**src/rtl/switch_sched_pkg.sv**
```systemverilog
// Shared constants, widths and scan-FSM encoding for the switch debounce scheduler
// and its tick generator.
package switch_sched_pkg;

  localparam int c_DEF_NUM_SWITCHES = 4;
  localparam int c_DEF_TICK_CYCLES  = 25000;
  localparam int c_DEF_STABLE_TICKS = 10;

  typedef enum logic {
    S_IDLE = 1'b0,
    S_SCAN = 1'b1
  } scan_state_t;

  // Event Id width; a single-switch build still gets a 1-bit Id field.
  function automatic int id_width(input int num_switches);
    return (num_switches > 1) ? $clog2(num_switches) : 1;
  endfunction

  function automatic int cnt_width(input int stable_ticks);
    return (stable_ticks > 1) ? $clog2(stable_ticks) : 1;
  endfunction

endpackage

```
**src/rtl/switch_tick_gen.sv**
```systemverilog
// Free-running prescaler: counts 0..c_TICK_CYCLES-1 and raises o_Tick for the
// single cycle in which it wraps.
module switch_tick_gen #(
  parameter int c_TICK_CYCLES = 25000
) (
  input  logic i_Clk,
  input  logic i_Rst_L,
  output logic o_Tick
);

  localparam int              c_CNT_W = (c_TICK_CYCLES > 1) ? $clog2(c_TICK_CYCLES) : 1;
  localparam logic [c_CNT_W-1:0] c_LAST = c_CNT_W'(c_TICK_CYCLES - 1);

  logic [c_CNT_W-1:0] r_count;

  always_ff @(posedge i_Clk or negedge i_Rst_L) begin
    if (!i_Rst_L) begin
      r_count <= '0;
    end else if (r_count == c_LAST) begin
      r_count <= '0;
    end else begin
      r_count <= r_count + 1'b1;
    end
  end

  assign o_Tick = (r_count == c_LAST);

endmodule

```
**src/rtl/switch_debounce_scheduler.sv**
```systemverilog
// N-switch debouncer with one shared prescaler, a time-multiplexed scan engine and a
// round-robin valid/ready event port. Define SWITCH_SCHED_OVERRUN_EN for o_Overrun.
module switch_debounce_scheduler
  import switch_sched_pkg::*;
#(
  parameter int  c_NUM_SWITCHES = c_DEF_NUM_SWITCHES,
  parameter int  c_TICK_CYCLES  = c_DEF_TICK_CYCLES,
  parameter int  c_STABLE_TICKS = c_DEF_STABLE_TICKS,
  localparam int c_ID_W         = id_width(c_NUM_SWITCHES)
) (
  input  logic                      i_Clk,
  input  logic                      i_Rst_L,
  input  logic [c_NUM_SWITCHES-1:0] i_Switch,
  output logic [c_NUM_SWITCHES-1:0] o_Switch,
  output logic                      o_Event_Valid,
  input  logic                      i_Event_Ready,
  output logic [c_ID_W-1:0]         o_Event_Id,
  output logic                      o_Event_Press
`ifdef SWITCH_SCHED_OVERRUN_EN
  ,
  output logic                      o_Overrun,
  input  logic                      i_Overrun_Clr
`endif
);

  localparam int                 c_CNT_W    = cnt_width(c_STABLE_TICKS);
  localparam logic [c_CNT_W-1:0] c_CNT_LAST = c_CNT_W'(c_STABLE_TICKS - 1);
  localparam logic [c_ID_W-1:0]  c_IDX_LAST = c_ID_W'(c_NUM_SWITCHES - 1);

  logic [c_NUM_SWITCHES-1:0] r_sync1, r_sync2;
  logic [c_NUM_SWITCHES-1:0] r_stable, r_pending, r_dir;
  logic [c_CNT_W-1:0]        r_cnt [c_NUM_SWITCHES];
  scan_state_t               r_state, w_next_state;
  logic [c_ID_W-1:0]         r_idx, w_next_idx;
  logic [c_ID_W-1:0]         r_ptr, r_id;
  logic                      r_valid, r_press;

  logic                      w_tick, w_scan_en, w_differs, w_commit;
  logic                      w_load, w_grant_vld, w_grant;
  logic [c_ID_W-1:0]         w_grant_id;
  logic [c_NUM_SWITCHES-1:0] w_clr_mask, w_set_mask, w_pending_next;

  switch_tick_gen #(
    .c_TICK_CYCLES(c_TICK_CYCLES)
  ) u_tick_gen (
    .i_Clk  (i_Clk),
    .i_Rst_L(i_Rst_L),
    .o_Tick (w_tick)
  );

  always_ff @(posedge i_Clk or negedge i_Rst_L) begin
    if (!i_Rst_L) begin
      r_sync1 <= '0;
      r_sync2 <= '0;
    end else begin
      // NOTE: <= makes both stages sample pre-edge values; with = the two flops
      // would collapse into one and the synchroniser would lose a stage.
      r_sync1 <= i_Switch;
      r_sync2 <= r_sync1;
    end
  end

  always_ff @(posedge i_Clk or negedge i_Rst_L) begin
    if (!i_Rst_L) begin
      r_state <= S_IDLE;
      r_idx   <= '0;
    end else begin
      r_state <= w_next_state;
      r_idx   <= w_next_idx;
    end
  end

  always_comb begin
    // NOTE: defaults first so every path assigns every output; a missing branch
    // in combinational logic would otherwise infer a latch.
    w_next_state = r_state;
    w_next_idx   = r_idx;
    case (r_state)
      S_IDLE: begin
        if (w_tick) begin
          w_next_state = S_SCAN;
          w_next_idx   = '0;
        end
      end
      S_SCAN: begin
        if (r_idx == c_IDX_LAST) begin
          w_next_state = S_IDLE;
          w_next_idx   = '0;
        end else begin
          w_next_idx = r_idx + 1'b1;
        end
      end
    endcase
  end

  always_comb begin
    w_scan_en = (r_state == S_SCAN);
  end

  assign w_differs = w_scan_en && (r_sync2[r_idx] != r_stable[r_idx]);
  assign w_commit  = w_differs && (r_cnt[r_idx] == c_CNT_LAST);

  function automatic logic [c_ID_W-1:0] wrap_id(input logic [c_ID_W-1:0] base, input int offset);
    return c_ID_W'((int'(base) + offset) % c_NUM_SWITCHES);
  endfunction

  // Round-robin search starts just after the last granted switch and wraps.
  always_comb begin
    w_grant_vld = 1'b0;
    w_grant_id  = '0;
    for (int k = 1; k <= c_NUM_SWITCHES; k++) begin
      if (!w_grant_vld && r_pending[wrap_id(r_ptr, k)]) begin
        w_grant_vld = 1'b1;
        w_grant_id  = wrap_id(r_ptr, k);
      end
    end
  end

  assign w_load  = !r_valid || i_Event_Ready;
  assign w_grant = w_load && w_grant_vld;

  // A commit and a grant on the same switch in one cycle keeps the new event.
  always_comb begin
    w_clr_mask = '0;
    w_set_mask = '0;
    if (w_grant)  w_clr_mask[w_grant_id] = 1'b1;
    if (w_commit) w_set_mask[r_idx]      = 1'b1;
    w_pending_next = (r_pending & ~w_clr_mask) | w_set_mask;
  end

  always_ff @(posedge i_Clk or negedge i_Rst_L) begin
    if (!i_Rst_L) begin
      // NOTE: the per-switch counters are a few flops rather than a RAM, so they
      // take the async reset like any other register.
      r_cnt     <= '{default: '0};
      r_stable  <= '0;
      r_dir     <= '0;
      r_pending <= '0;
    end else begin
      if (w_scan_en) begin
        if (!w_differs || w_commit) begin
          r_cnt[r_idx] <= '0;
        end else begin
          r_cnt[r_idx] <= r_cnt[r_idx] + 1'b1;
        end
      end
      if (w_commit) begin
        r_stable[r_idx] <= r_sync2[r_idx];
        r_dir[r_idx]    <= r_sync2[r_idx];
      end
      r_pending <= w_pending_next;
    end
  end

  always_ff @(posedge i_Clk or negedge i_Rst_L) begin
    if (!i_Rst_L) begin
      r_valid <= 1'b0;
      r_id    <= '0;
      r_press <= 1'b0;
      r_ptr   <= '0;
    end else if (w_load) begin
      if (w_grant_vld) begin
        r_valid <= 1'b1;
        r_id    <= w_grant_id;
        r_press <= r_dir[w_grant_id];
        r_ptr   <= w_grant_id;
      end else begin
        r_valid <= 1'b0;
      end
    end
  end

`ifdef SWITCH_SCHED_OVERRUN_EN
  logic r_overrun;
  logic w_overwrite;

  assign w_overwrite = w_commit && r_pending[r_idx] && !(w_grant && (w_grant_id == r_idx));

  always_ff @(posedge i_Clk or negedge i_Rst_L) begin
    if (!i_Rst_L) begin
      r_overrun <= 1'b0;
    end else if (w_overwrite) begin
      r_overrun <= 1'b1;
    end else if (i_Overrun_Clr) begin
      r_overrun <= 1'b0;
    end
  end

  assign o_Overrun = r_overrun;
`endif

  assign o_Switch      = r_stable;
  assign o_Event_Valid = r_valid;
  assign o_Event_Id    = r_id;
  assign o_Event_Press = r_press;

endmodule

```
**config.mk**
```make
export PLATFORM = sky130hd
export DESIGN_NAME = switch_debounce_scheduler
export DESIGN_NICKNAME = d
export VERILOG_FILES = /design/src/rtl/switch_sched_pkg.sv /design/src/rtl/switch_tick_gen.sv /design/src/rtl/switch_debounce_scheduler.sv
export SDC_FILE = /design/constraint.sdc
export NUM_CORES = 1
export LEC_CHECK = 0
export BUFFER_PORTS_ARGS = -buffer_cell sky130_fd_sc_hd__buf_4
export CAP_MARGIN = 20
export CORE_UTILIZATION = 60
export CTS_BUF_LIST = sky130_fd_sc_hd__clkbuf_16
export DETAILED_ROUTE_END_ITERATION = 6
export GPL_TIMING_DRIVEN = 0
export PLACE_DENSITY = 0.87
export SETUP_SLACK_MARGIN = 0.05
export SYNTH_ARGS = -nofsm -noshare
export SYNTH_HDL_FRONTEND = slang
export SYNTH_SLANG_ARGS = --single-unit
```
**constraint.sdc**
```tcl
create_clock -name i_Clk -period 3 [get_ports i_Clk]
set_input_delay 0.15 -clock i_Clk [delete_from_list [all_inputs] [get_ports i_Clk]]
set_output_delay 0.15 -clock i_Clk [all_outputs]
set_load 0.02 [all_outputs]
```
Yosys cells after proc, flatten, opt, wreduce, memory -nomap -nowiden
Index checks and enable logic that the tools add are counted.
{ "word_totals": {"regBits": 58, "inputBits": 7, "out_inout_bits": 8} }
{ "classes": {"addsub": 7, "order_cmp": 10, "n_eq_ne": 5, "n_mux": 45, "bitwise_logic": 7, "reduce_logical": 17} }
{ "ops": {"columns": ["operator", "n"], "rows": [
  ["2-to-1 mux 4 bit", 5],
  ["< comparator 2 x 3 -> 1 bit (second input constant)", 6],
  ["AND 16 bit", 1],
  ["bitwise mux 16 bit", 1],
  ["2-to-1 mux 1 bit", 16],
  ["2-to-1 mux 16 bit", 1],
  ["inverter 16 bit", 1],
  ["adder 15 x 1 -> 15 bit (second input constant)", 1],
  ["== test 15 bit (second input constant)", 1],
  ["2-to-1 mux 15 bit", 1],
  ["binary-select mux 1 bit (select 2 bit)", 7],
  ["2-to-1 mux 2 bit", 6],
  ["logical AND 1 bit", 9],
  ["binary-select mux 4 bit (select 2 bit)", 1],
  ["bitwise mux 4 bit", 2],
  ["demux 4 bit (select 2 bit)", 1],
  ["adder 2 x 1 -> 2 bit (second input constant)", 3],
  ["logical NOT 1 bit", 5],
  ["adder 2 bit (second input constant)", 2],
  ["adder 4 x 1 -> 4 bit (second input constant)", 1],
  ["AND 4 bit", 1],
  ["demux 1 bit (select 2 bit)", 2],
  ["== test 4 bit (second input constant)", 1],
  [">= comparator 2 x 1 -> 1 bit (second input constant)", 2],
  ["other kinds (13)", 14]
]} }

Longest topological paths before layout
Gate-level depths: netlist of the first run.
{ "logic_depth": {"ltp_word": 21, "mapped_depth": 8} }

Modules after synthesis
From an unflattened synthesis of the first run, not the netlist that was laid out.
{ "hier_totals": {"hier_cells": 234, "hier_area_um2": 2648.8} }
{ "modules_own_cells": {"columns": ["module", "n_inst", "cells_per_inst", "area_each_um2", "seq_area_each_um2"], "rows": [
  ["switch_debounce_scheduler", 1, 159, 1864.3, 975.9],
  ["switch_tick_gen", 1, 75, 784.5, 375.4]
]} }

Least setup slack after synthesis of the first run
OpenSTA, ideal clock, no wires.
{ "synth_path": {"kind": "register -> register", "startpoint": "register r_idx[0]", "endpoint": "register r_stable[1] (netlist: o_Switch[1])", "arrival_ps": 1946, "t_required_ps": 2872, "setup_slack_ps": 927, "stages_incl_launch_ff": 7, "n_path_buf": 1, "cell_sequence": "dfrtp_1 buf_2 mux4_2 ha_1 and4b_1 nand2_1 mux2_1"} }
{ "synth_via": {"elab_chain_len": 6, "word_cells_on_any_way": 18, "classes_between": "2 x order compare; 2 x eq/ne; 10 x mux; 1 x bitwise; 3 x reduce/logical"} }
{ "synth_rtl": {"columns": ["element", "line", "rtl"], "rows": [
  ["from (decl)", "switch_debounce_scheduler.sv:34", "logic [c_ID_W-1:0] r_idx, w_next_idx;"],
  ["from (signal assigned)", "switch_debounce_scheduler.sv:69", "r_idx <= w_next_idx;"],
  ["branches (longest 6 deep; another with < comparator 2 x 3 -> 1 bit)", null, null],
  ["to (signal, indexed assignment)", "switch_debounce_scheduler.sv:148", "r_stable[r_idx] <= r_sync2[r_idx];"],
  ["to (decl)", "switch_debounce_scheduler.sv:31", "logic [c_NUM_SWITCHES-1:0] r_stable, r_pending, r_dir;"]
]} }
Several ways; the timed one is not identified. The select of a mux whose other input is x is not followed.
A chain may end at the register's enable or synchronous reset.

Final worst setup path of the first run
{ "layout_path": {"startpoint": "register r_idx[0]", "endpoint": "register r_cnt[6] in the netlist's numbering"} }
{ "layout_via": {"elab_chain_len": 8, "word_cells_on_any_way": 24, "classes_between": "1 x add/sub; 2 x order compare; 2 x eq/ne; 11 x mux; 3 x bitwise; 5 x reduce/logical"} }
{ "layout_rtl": {"columns": ["element", "line", "rtl"], "rows": [
  ["branches (longest 7 deep; another with adder 4 x 1 -> 4 bit)", null, null],
  ["2-to-1 mux 16 bit *", "switch_debounce_scheduler.sv:141", "if (!w_differs || w_commit) begin"],
  ["to (signal, indexed assignment)", "switch_debounce_scheduler.sv:144", "r_cnt[r_idx] <= r_cnt[r_idx] + 1'b1;"],
  ["to (decl)", "switch_debounce_scheduler.sv:32", "logic [c_CNT_W-1:0] r_cnt [c_NUM_SWITCHES];"]
]} }
Every way passes the cells marked *. The select of a mux whose other input is x is not followed.

==> results of run 1 <==
stage by stage:
step,hold WS (ps),worst slack [ps]
5_1_grt,71.88,447.9
4_1_cts,58.36,602.9
2_1_floorplan,-145.6,926.6
3_3_place_gp,217.4,702.6
3_5_place_dp,222.4,646.7
6_report,53.21,603.1
registers in the layout, indices dropped and copies added (netlist names), 2 cells and up:
signal,cells
o_Event_Id,2
o_Switch,4
r_cnt,16
r_idx,2
r_pending,4
r_sync1,4
r_sync2,4
u_tick_gen.r_count,15
layer usage:
layer / GRT usage (%) / vias to the layer above / wire length (um)
li1: - / 819 / -
met2: 42.68 / 49 / 2454
met5: 0 / - / 0
met3: 5.651 / 17 / 159
met1: 31.68 / 838 / 2036
met4: 13.30 / 0 / 143
cell families (layout without fill, tap and decap cells):
logic type	count (synthesis)	count (layout)	share of synthesized area (%)
and+or+nand+nor	74	74	13.97
muxes	16	16	10.44
adders and majority gates	7	7	3.481
xor gates and xnor gates	18	18	6.265
DFF	54	54	53.70
buffers and inverters	15	42	2.337
AOI/OAI and AO/OA	35	35	9.796
cells in the final DEF, fill, tap and decap left out, drive strengths merged, types with 4 or more instances in the layout:
| master | count |
|---|---|
| dfrtp | 54 |
| nand2 | 32 |
| o31ai | 17 |
| buf | 16 |
| nor2 | 13 |
| xor2 | 12 |
| inv | 12 |
| nand2b | 8 |
| o21ai | 8 |
| mux4 | 7 |
| ha | 7 |
| clkbuf | 7 |
| nand3 | 6 |
| xnor2 | 6 |
| mux2 | 6 |
| dlygate4sd3 | 5 |
| nand4 | 4 |
layout make-up:
cell class | instances | area, um2
repair buffers | 19 | 155.1
multi-input cells | 150 | 1106
clock buffers | 5 | 125.1
fillers | 277 | 1100
plain buffers | 4 | 17.52
flip-flops and latches | 54 | 1351
well taps | 50 | 62.56
clock inverters | 3 | 41.29
inverters | 11 | 41.29
worst max-delay path by stage:
stage,startpoint,to,cells past startpoint
floorplan,r_idx[0],o_Switch[1],6
global placement,r_idx[0],r_cnt[5],7
detailed placement,r_idx[0],r_cnt[4],7
CTS,r_idx[0],r_cnt[6],8
global route,r_idx[0],r_cnt[9],7
finish,r_idx[0],r_cnt[6],8
what timing repair did:
action,4_1_cts,5_1_grt
hold endpoints to repair,58,0
hold buffers,5,0
setup buffers,0,0
report_power, final:
part	internal, W	switching [W]	leakage, nW
logic	0.000165	0.000189	0.505
registers	0.000776	0.0000519	0.716
clock network	0.000391	0.000249	0.0812
==> impl_metrics.py, run 1 <==
metrics = {
    "min_path": {
        "holdPathStages": 2,
        "min_to": "o_Event_Valid",
        "min_path_type": "primary input to flip-flop",
        "hp-start": "i_Event_Ready",
    },
    "synthesis": {
        "yosysMostFrequentCell": "dfrtp_1",
        "synth_area_mm2": 0.002516,
        "synthTopCellsByCount": "dfrtp_1, nand2_1, o31ai_1",
        "syn_nets": 233,
        "synth_area_leaders": "dfrtp_1, mux4_2, o31ai_1, nand2_1, xor2_1",
        "synth_ff_type": "dfrtp_1",
        "synthArstFlopShare_pct": 100.0,
        "syn-mean-instance-area_um2": 11.49,
        "ys_ff_latch": 54,
        "synth_seq_area_share_pct": 53.70,
        "ys_warn_count": 0,
        "synth.distinct_cells": 36,
        "synth_top_area_cell": "dfrtp_1",
        "synth_top_area_share_pct": 53.70,
        "synth_edf_count": 0,
        "syn_inst": 219,
    },
    "clocking": {
        "cts.clk_slew.worst_paths_ps": 70,
        "cts.sinks": 54,
        "clk_path_buf_depth": 2,
        "cts_tree": "yes",
        "cts_resized": 0,
        "cts_buffers": 5,
        "clock-root-buffer": "clkbuf_16",
        "htree_levels": 2,
        "clock_insertion_delay_worst_skew_ps": 290,
    },
    "timing": {
        "hold_violations": 0,
        "fmax_mhz": 417.2,
        "finalSetupTns_ps": 0,
        "relSlewSlack_pct": 56.59,
        "layout_min_cycle_time_ps": 2397,
        "fin_worst_skew_ps": 4.857,
        "tightest_slew_ps": 651.1,
        "finalCritPeriodShare_pct": 79.90,
        "setup_viol": 0,
        "rsz0062_at_grt": "false",
        "maxSlewViolCount": 0,
    },
    "critical_path": {
        "worst-endpoint-arrival_ps": 2560,
        "worstReg2RegEnd": "r_cnt[6]",
        "startpoint_type": "flip-flop",
        "cp_max_fo": 10,
        "reg2reg_from": "r_idx[0]",
        "slowest_delay_ps": 580,
        "cp_top_family": "buffers and inverters",
        "r2r_cells": 8,
        "rrSetupSlack_ps": 600,
        "worst-setup-path-type": "flip-flop to flip-flop",
        "worstPathCellList": "buf_2, mux4_2, inv_1, ha_1, inv_1, o211ai_2, buf_2, o31ai_1",
        "crit_buf_inv": 4,
        "crit_path_top_delay_cell": "mux4_2",
        "crit_required_ps": 3170,
        "cp-end-kind": "flip-flop",
    },
    "floorplan": {
        "chipWidth_um": 66.76,
        "floorplan.initialDensity_pct": 62.90,
        "rows": 23,
        "dieArea_mm2": 0.004457,
        "ioPinCount": 15,
        "chipHeight_um": 66.76,
        "core_area_mm2": 0.004000,
    },
    "power": {
        "leakage_nw": 1.302,
        "p_total_w": 0.001821,
        "powerDensity_mw_per_mm2": 627.9,
        "peakVddDrop_v": 0.0004291,
    },
    "cells_and_area": {
        "drive_gt1_share_pct": 15.45,
        "design_area_mm2": 0.002900,
        "diodes": 0,
        "final_cells": 296,
        "final_util_pct": 72.51,
        "area_delta_synth_final_pct": 15.27,
        "fin_nets": 259,
    },
    "route": {
        "wl_per_cell_um": 16.20,
        "drt_iter0_markers": 144,
        "finalWirelength_mm": 4.794,
        "vias": 1723,
        "drc": 0,
        "avgViaCountPerCell": 5.821,
        "ant_nets": 0,
        "firstDrtPassIters": 4,
    },
    "grt": {
        "grt_max_degree": 55,
        "grt_pass1_wl_mm": 8.273,
        "antenna_found_initial": 0,
        "grt-ovfl-total": 0,
        "grt_pass1_vias": 1805,
        "gr-usage-all-layers_pct": 25.85,
    },
    "run_status": {
        "outcome": "complete, no violations",
    },
    "place": {
        "routabilityCongestion": 0.8070,
        "numPortBuffers": 14,
        "hpwl_mm": 3.198,
        "post_dp_cell_area_mm2": 0.002684,
        "place_inst": 283,
    },
    "job": {
        "drv_cap": 0,
    },
}
Note: power is estimated with default switching activity, not from simulation.
==> run 2, diff against run 1 <==
- clock period: 3 -> 2.4 ns (I/O delays scaled with it)
==> run 2 against run 1 <==
Effect of this change:
- cell area rose by 0.95%
- critical endpoint is now r_cnt[2]
- via count unchanged
- clock-buffer cell count is the same
- core utilization grew 0.69 points
- sequential cell count stayed put
==> impl_metrics.py, run 2 (synthesis gave the netlist of run 1 again) <==
metrics = {
    "clocking": {
        "clock-root-buffer": "clkbuf_16",
        "cts.clk_slew.worst_paths_ps": 70,
        "clock_insertion_delay_worst_skew_ps": 290,
        "clk_path_buf_depth": 2,
        "cts.sinks": 54,
        "htree_levels": 2,
        "cts_buffers": 5,
        "cts_tree": "yes",
    },
    "timing": {
        "rsz0062_at_grt": "false",
        "tightest_slew_ps": 659.9,
        "finalCritPeriodShare_pct": 93.26,
        "layout_min_cycle_time_ps": 2238,
        "relSlewSlack_pct": 56.01,
        "setup_viol": 0,
        "maxSlewViolCount": 0,
        "fmax_mhz": 446.8,
        "finalSetupTns_ps": 0,
        "fin_hold_ws_ps": 21.59,
        "hold_violations": 0,
        "fin_worst_skew_ps": 8.290,
    },
    "cells_and_area": {
        "fin_nets": 261,
        "drive_gt1_share_pct": 16.13,
        "regMostFlops": "r_cnt",
        "largest_reg_flops": 16,
        "fill_cells": 270,
        "final_cell_mix": "dfrtp_1, nand2_1, o31ai_1, buf_4, nor2_1",
        "seqCellArea_mm2": 0.001351,
        "design_area_mm2": 0.002928,
        "diodes": 0,
        "area_delta_synth_final_pct": 16.36,
        "multi_input_area_mm2": 0.001106,
        "largestRegisters": "r_cnt: 16 flops, u_tick_gen.r_count: 15 flops",
        "final_common_cell": "dfrtp_1",
    },
    "grt": {
        "grt-ovfl-total": 0,
        "grt_pass1_vias": 1797,
        "antenna_found_initial": 0,
        "gr-usage-all-layers_pct": 25.77,
        "grt_max_degree": 55,
        "grt_pass1_wl_mm": 8.245,
    },
    "critical_path": {
        "cp_max_fo": 6,
        "r2r_cells": 7,
        "cp-end-kind": "flip-flop",
        "crit_buf_inv": 3,
        "cpMostUsedCell": "buf_4",
        "path_depth": 7,
        "startpoint_type": "flip-flop",
        "cp_top_family": "multiplexers",
        "crit_required_ps": 2570,
        "crit_path_top_delay_cell": "mux4_2",
        "worst-endpoint-arrival_ps": 2400,
        "worstPathCellList": "buf_6, mux4_2, buf_4, buf_4, ha_1, xnor2_1, o31ai_1",
        "slowest_delay_ps": 560,
        "worst-setup-path-type": "flip-flop to flip-flop",
    },
    "route": {
        "finalWirelength_mm": 4.879,
        "drc": 0,
        "drt_iter0_markers": 136,
        "avgViaCountPerCell": 5.782,
        "wl_per_cell_um": 16.37,
        "ant_nets": 0,
        "firstDrtPassIters": 4,
        "vias": 1723,
    },
    "power": {
        "power_frac_clock_pct": 35.1,
        "peakVddDrop_v": 0.0005362,
        "seq_power_share_pct": 45.5,
        "p_comb_share_pct": 19.5,
        "p_int_w": 0.001665,
        "p_switching_w": 0.0006106,
        "powerDensity_mw_per_mm2": 777.2,
        "switching_share_pct": 26.83,
        "leakage_nw": 1.317,
    },
    "min_path": {
        "min_path_type": "primary input to flip-flop",
        "holdPathStages": 2,
    },
    "place": {
        "post_dp_cell_area_mm2": 0.002684,
        "numPortBuffers": 14,
        "hpwl_mm": 3.198,
        "routabilityCongestion": 0.8070,
    },
    "floorplan": {
        "core_area_mm2": 0.004000,
        "floorplan.initialDensity_pct": 62.90,
        "chipHeight_um": 66.76,
        "ioPinCount": 15,
        "rows": 23,
        "chipWidth_um": 66.76,
        "dieArea_mm2": 0.004457,
    },
    "run_status": {
        "outcome": "complete, no violations",
    },
    "job": {
        "drv_cap": 0,
    },
}
run 2: cell count changes in the layout (fill, tap and decap cells not counted):
cell | before | now
buf_2 | 2 | 0
buf_4 | 14 | 16
buf_6 | 0 | 2
run 2: worst register-to-register path, cell delays in order (launching register included):
cell,delay [ps]
dfrtp_1,400
buf_6,170
mux4_2,560
buf_4,160
buf_4,130
ha_1,210
xnor2_1,360
o31ai_1,130
run 2: path summary, 6_finish.rpt:
path | from | slack (ps) | to
setup / recovery | r_idx[0] | 160 | r_cnt[2]
hold / removal | i_Event_Ready | 20 | o_Event_Valid
min in group asynchronous | i_Rst_L | 410 | o_Event_Id[1]
max in group asynchronous | i_Rst_L | 1550 | u_tick_gen.r_count[7]
setup reg to reg | r_idx[0] | 160 | r_cnt[2]
hold reg to reg | r_sync1[3] | 350 | r_sync2[3]
run 2: stage by stage:
| step | instances | total power (W) | utilization [%] | setup WS (ps) |
|---|---|---|---|---|
| after floorplan | 219 | 0.001345 | - | 326.6 |
| after global placement | 283 | 0.001451 | 67.09 | 102.6 |
| after detailed placement | 283 | 0.001471 | 67.09 | 46.68 |
| after CTS | 296 | 0.002289 | 72.63 | 93.80 |
| after global routing | 298 | 0.002379 | 73.19 | 59.30 |
| final | 298 | 0.002275 | 73.19 | 161.7 |
run 2: power by group through the flow:
stage,clock [W],sequential [W],combinational [W]
2_1_floorplan,0,0.00106,0.000286
3_3_place_gp,0,0.00104,0.000409
3_5_place_dp,0,0.00105,0.000424
4_1_cts,0.000811,0.00103,0.000444
5_1_grt,0.000850,0.00104,0.000486
6_report,0.000798,0.00103,0.000443
run 2: cell type report:
type                            instances  share of cell area [%]
Buffer                                  4                   1.026
Sequential cell                        54                   46.15
Multi-Input combinational cell        150                   37.78
Clock buffer                            5                   4.274
Inverter                               11                   1.410
Clock inverter                          3                   1.410
Timing Repair Buffer                   21                   5.812
Tap cell                               50                   2.137
run 2: per-layer routing:
metal | up-vias | part of all wire (%) | routed length, um | track usage, %
li1 | 825 | - | - | -
met4 | 0 | 2.9 | 140 | 13.30
met2 | 40 | 51 | 2493 | 42.42
met1 | 843 | 43 | 2104 | 31.68
met3 | 15 | 2.9 | 141 | 5.651
met5 | - | 0 | 0 | 0
run 2: timing repair:
action	CTS	global route
setup endpoints to repair	10	10
hold buffers	5	0
resized for setup	2	2
hold endpoints to repair	58	0
buffers inserted	0	2
==> run 3, diff against run 2 <==
- CORE_MARGIN: unset -> 3
==> run 3 against run 2 <==
Effect of this change:
- via count rose by 0.58%
- non-clock buffer count did not move
- cell area fell by 0.13%
- critical path type unchanged
- die area rose by 12%
- sequential cell count did not move
- critical endpoint is now r_cnt[10]
==> impl_metrics.py, run 3 (synthesis gave the netlist of run 1 again) <==
metrics = {
    "cells_and_area": {
        "fin_nets": 261,
        "final_cell_mix": "dfrtp_1, nand2_1, o31ai_1, buf_4, nor2_1",
        "largest_reg_flops": 16,
        "area_delta_synth_final_pct": 16.21,
        "final_util_pct": 75.88,
        "diodes": 0,
        "drive_gt1_share_pct": 15.73,
        "regMostFlops": "r_cnt",
        "final_common_cell": "dfrtp_1",
        "largestRegisters": "r_cnt: 16 flops, u_tick_gen.r_count: 15 flops",
    },
    "critical_path": {
        "worst-setup-path-type": "flip-flop to flip-flop",
        "worst-endpoint-arrival_ps": 2410,
        "cp-end-kind": "flip-flop",
        "r2r_cells": 8,
        "cp_max_fo": 8,
        "worstReg2RegEnd": "r_cnt[10]",
        "startpoint_type": "flip-flop",
        "reg2reg_from": "r_idx[0]",
        "crit_required_ps": 2560,
        "rrSetupSlack_ps": 150,
    },
    "run_status": {
        "outcome": "complete, no violations",
    },
    "job": {
        "drv_cap": 0,
    },
    "min_path": {
        "min_path_type": "primary input to flip-flop",
        "holdPathStages": 2,
        "hp-start": "i_Event_Ready",
        "min_to": "o_Event_Valid",
    },
    "grt": {
        "antenna_found_initial": 0,
        "grt_pass1_wl_mm": 8.114,
        "grt_pass1_vias": 1732,
        "gr-usage-all-layers_pct": 20.68,
        "grt_max_degree": 55,
        "grt-ovfl-total": 0,
    },
    "power": {
        "leakage_nw": 1.315,
        "peakVddDrop_v": 0.0005859,
        "powerDensity_mw_per_mm2": 767.2,
        "p_total_w": 0.002243,
    },
    "floorplan": {
        "ioPinCount": 15,
        "dieArea_mm2": 0.005007,
        "core_area_mm2": 0.003854,
        "floorplan.initialDensity_pct": 65.29,
        "rows": 22,
        "chipHeight_um": 70.76,
        "chipWidth_um": 70.76,
    },
    "place": {
        "hpwl_mm": 3.165,
        "routabilityCongestion": 0.7766,
        "numPortBuffers": 14,
    },
    "clocking": {
        "cts_tree": "yes",
        "clock_insertion_delay_worst_skew_ps": 290,
        "clock-root-buffer": "clkbuf_16",
        "htree_levels": 2,
        "cts.clk_slew.worst_paths_ps": 60,
        "clk_path_buf_depth": 2,
        "cts_buffers": 5,
        "cts.sinks": 54,
    },
    "route": {
        "finalWirelength_mm": 4.593,
        "ant_nets": 0,
        "drc": 0,
        "drt_iter0_markers": 116,
        "wl_per_cell_um": 15.52,
        "avgViaCountPerCell": 5.855,
        "firstDrtPassIters": 4,
        "vias": 1733,
    },
    "timing": {
        "setup_viol": 0,
        "rsz0062_at_grt": "false",
        "fmax_mhz": 444.7,
        "finalCritPeriodShare_pct": 93.69,
        "tightest_slew_ps": 650.1,
        "maxSlewViolCount": 0,
        "hold_violations": 0,
        "fin_worst_skew_ps": 4.732,
        "finalSetupTns_ps": 0,
        "layout_min_cycle_time_ps": 2249,
        "relSlewSlack_pct": 56.66,
    },
}
## run 3: worst max path at each step
stage	slack [ps]	to	from	cells after the start
2_1_floorplan	330	o_Switch[1]	r_idx[0]	6
3_3_place_gp	90	r_cnt[6]	r_idx[0]	7
3_5_place_dp	40	r_cnt[10]	r_idx[0]	7
4_1_cts	70	r_cnt[10]	r_idx[0]	7
5_1_grt	30	r_cnt[10]	r_idx[0]	8
6_report	150	r_cnt[10]	r_idx[0]	8
## run 3: area by class of cell
type,instances,area [um2]
Clock buffer,5,125.1
Timing Repair Buffer,21,167.7
Inverter,11,41.29
Multi-Input combinational cell,150,1115
Buffer,4,26.28
Tap cell,48,60.06
Fill cell,250,929.6
Sequential cell,54,1351
Clock inverter,3,37.54
## run 3: power by group
group | leakage [nW] | switching, W | internal, W
clock | 0.0864 | 0.000298 | 0.000484
combinational | 0.512 | 0.000225 | 0.000206
sequential | 0.716 | 0.0000592 | 0.000971
total | 1.31 | 0.000582 | 0.00166
## run 3: worst max-delay path, stage by stage (launching register included)
cell and delay, ps:
dfrtp_1 390, buf_4 200, mux4_2 550, inv_1 80
ha_1 170, inv_1 80, o211ai_4 310, buf_2 240
o31ai_1 90
## run 3: routing by layer
| metal | track usage (%) | wire (um) |
|---|---|---|
| met2 | 32.54 | 2218 |
| met4 | 5.637 | 72 |
| met3 | 6.250 | 203 |
| met5 | 0 | 0 |
| met1 | 28.19 | 2099 |
## run 3: through the flow
stage	hold WS (ps)	setup slack (ps)	std cells	cell area, um2
after detailed placement	195.4	40.70	281	2681
after global placement	191.2	93.75	281	2681
after global routing	41.25	27.33	296	2924
after floorplan	-175.6	326.6	219	2516
final	22.22	151.4	296	2924
after CTS	20.99	69.12	294	2897
## run 3: timing repair
action,in CTS,in global routing
setup buffers,0,1
endpoints found under the hold margin,58,0
gates cloned,0,1
hold buffers,5,0
resized for setup,1,4
endpoints found under the setup margin,10,10
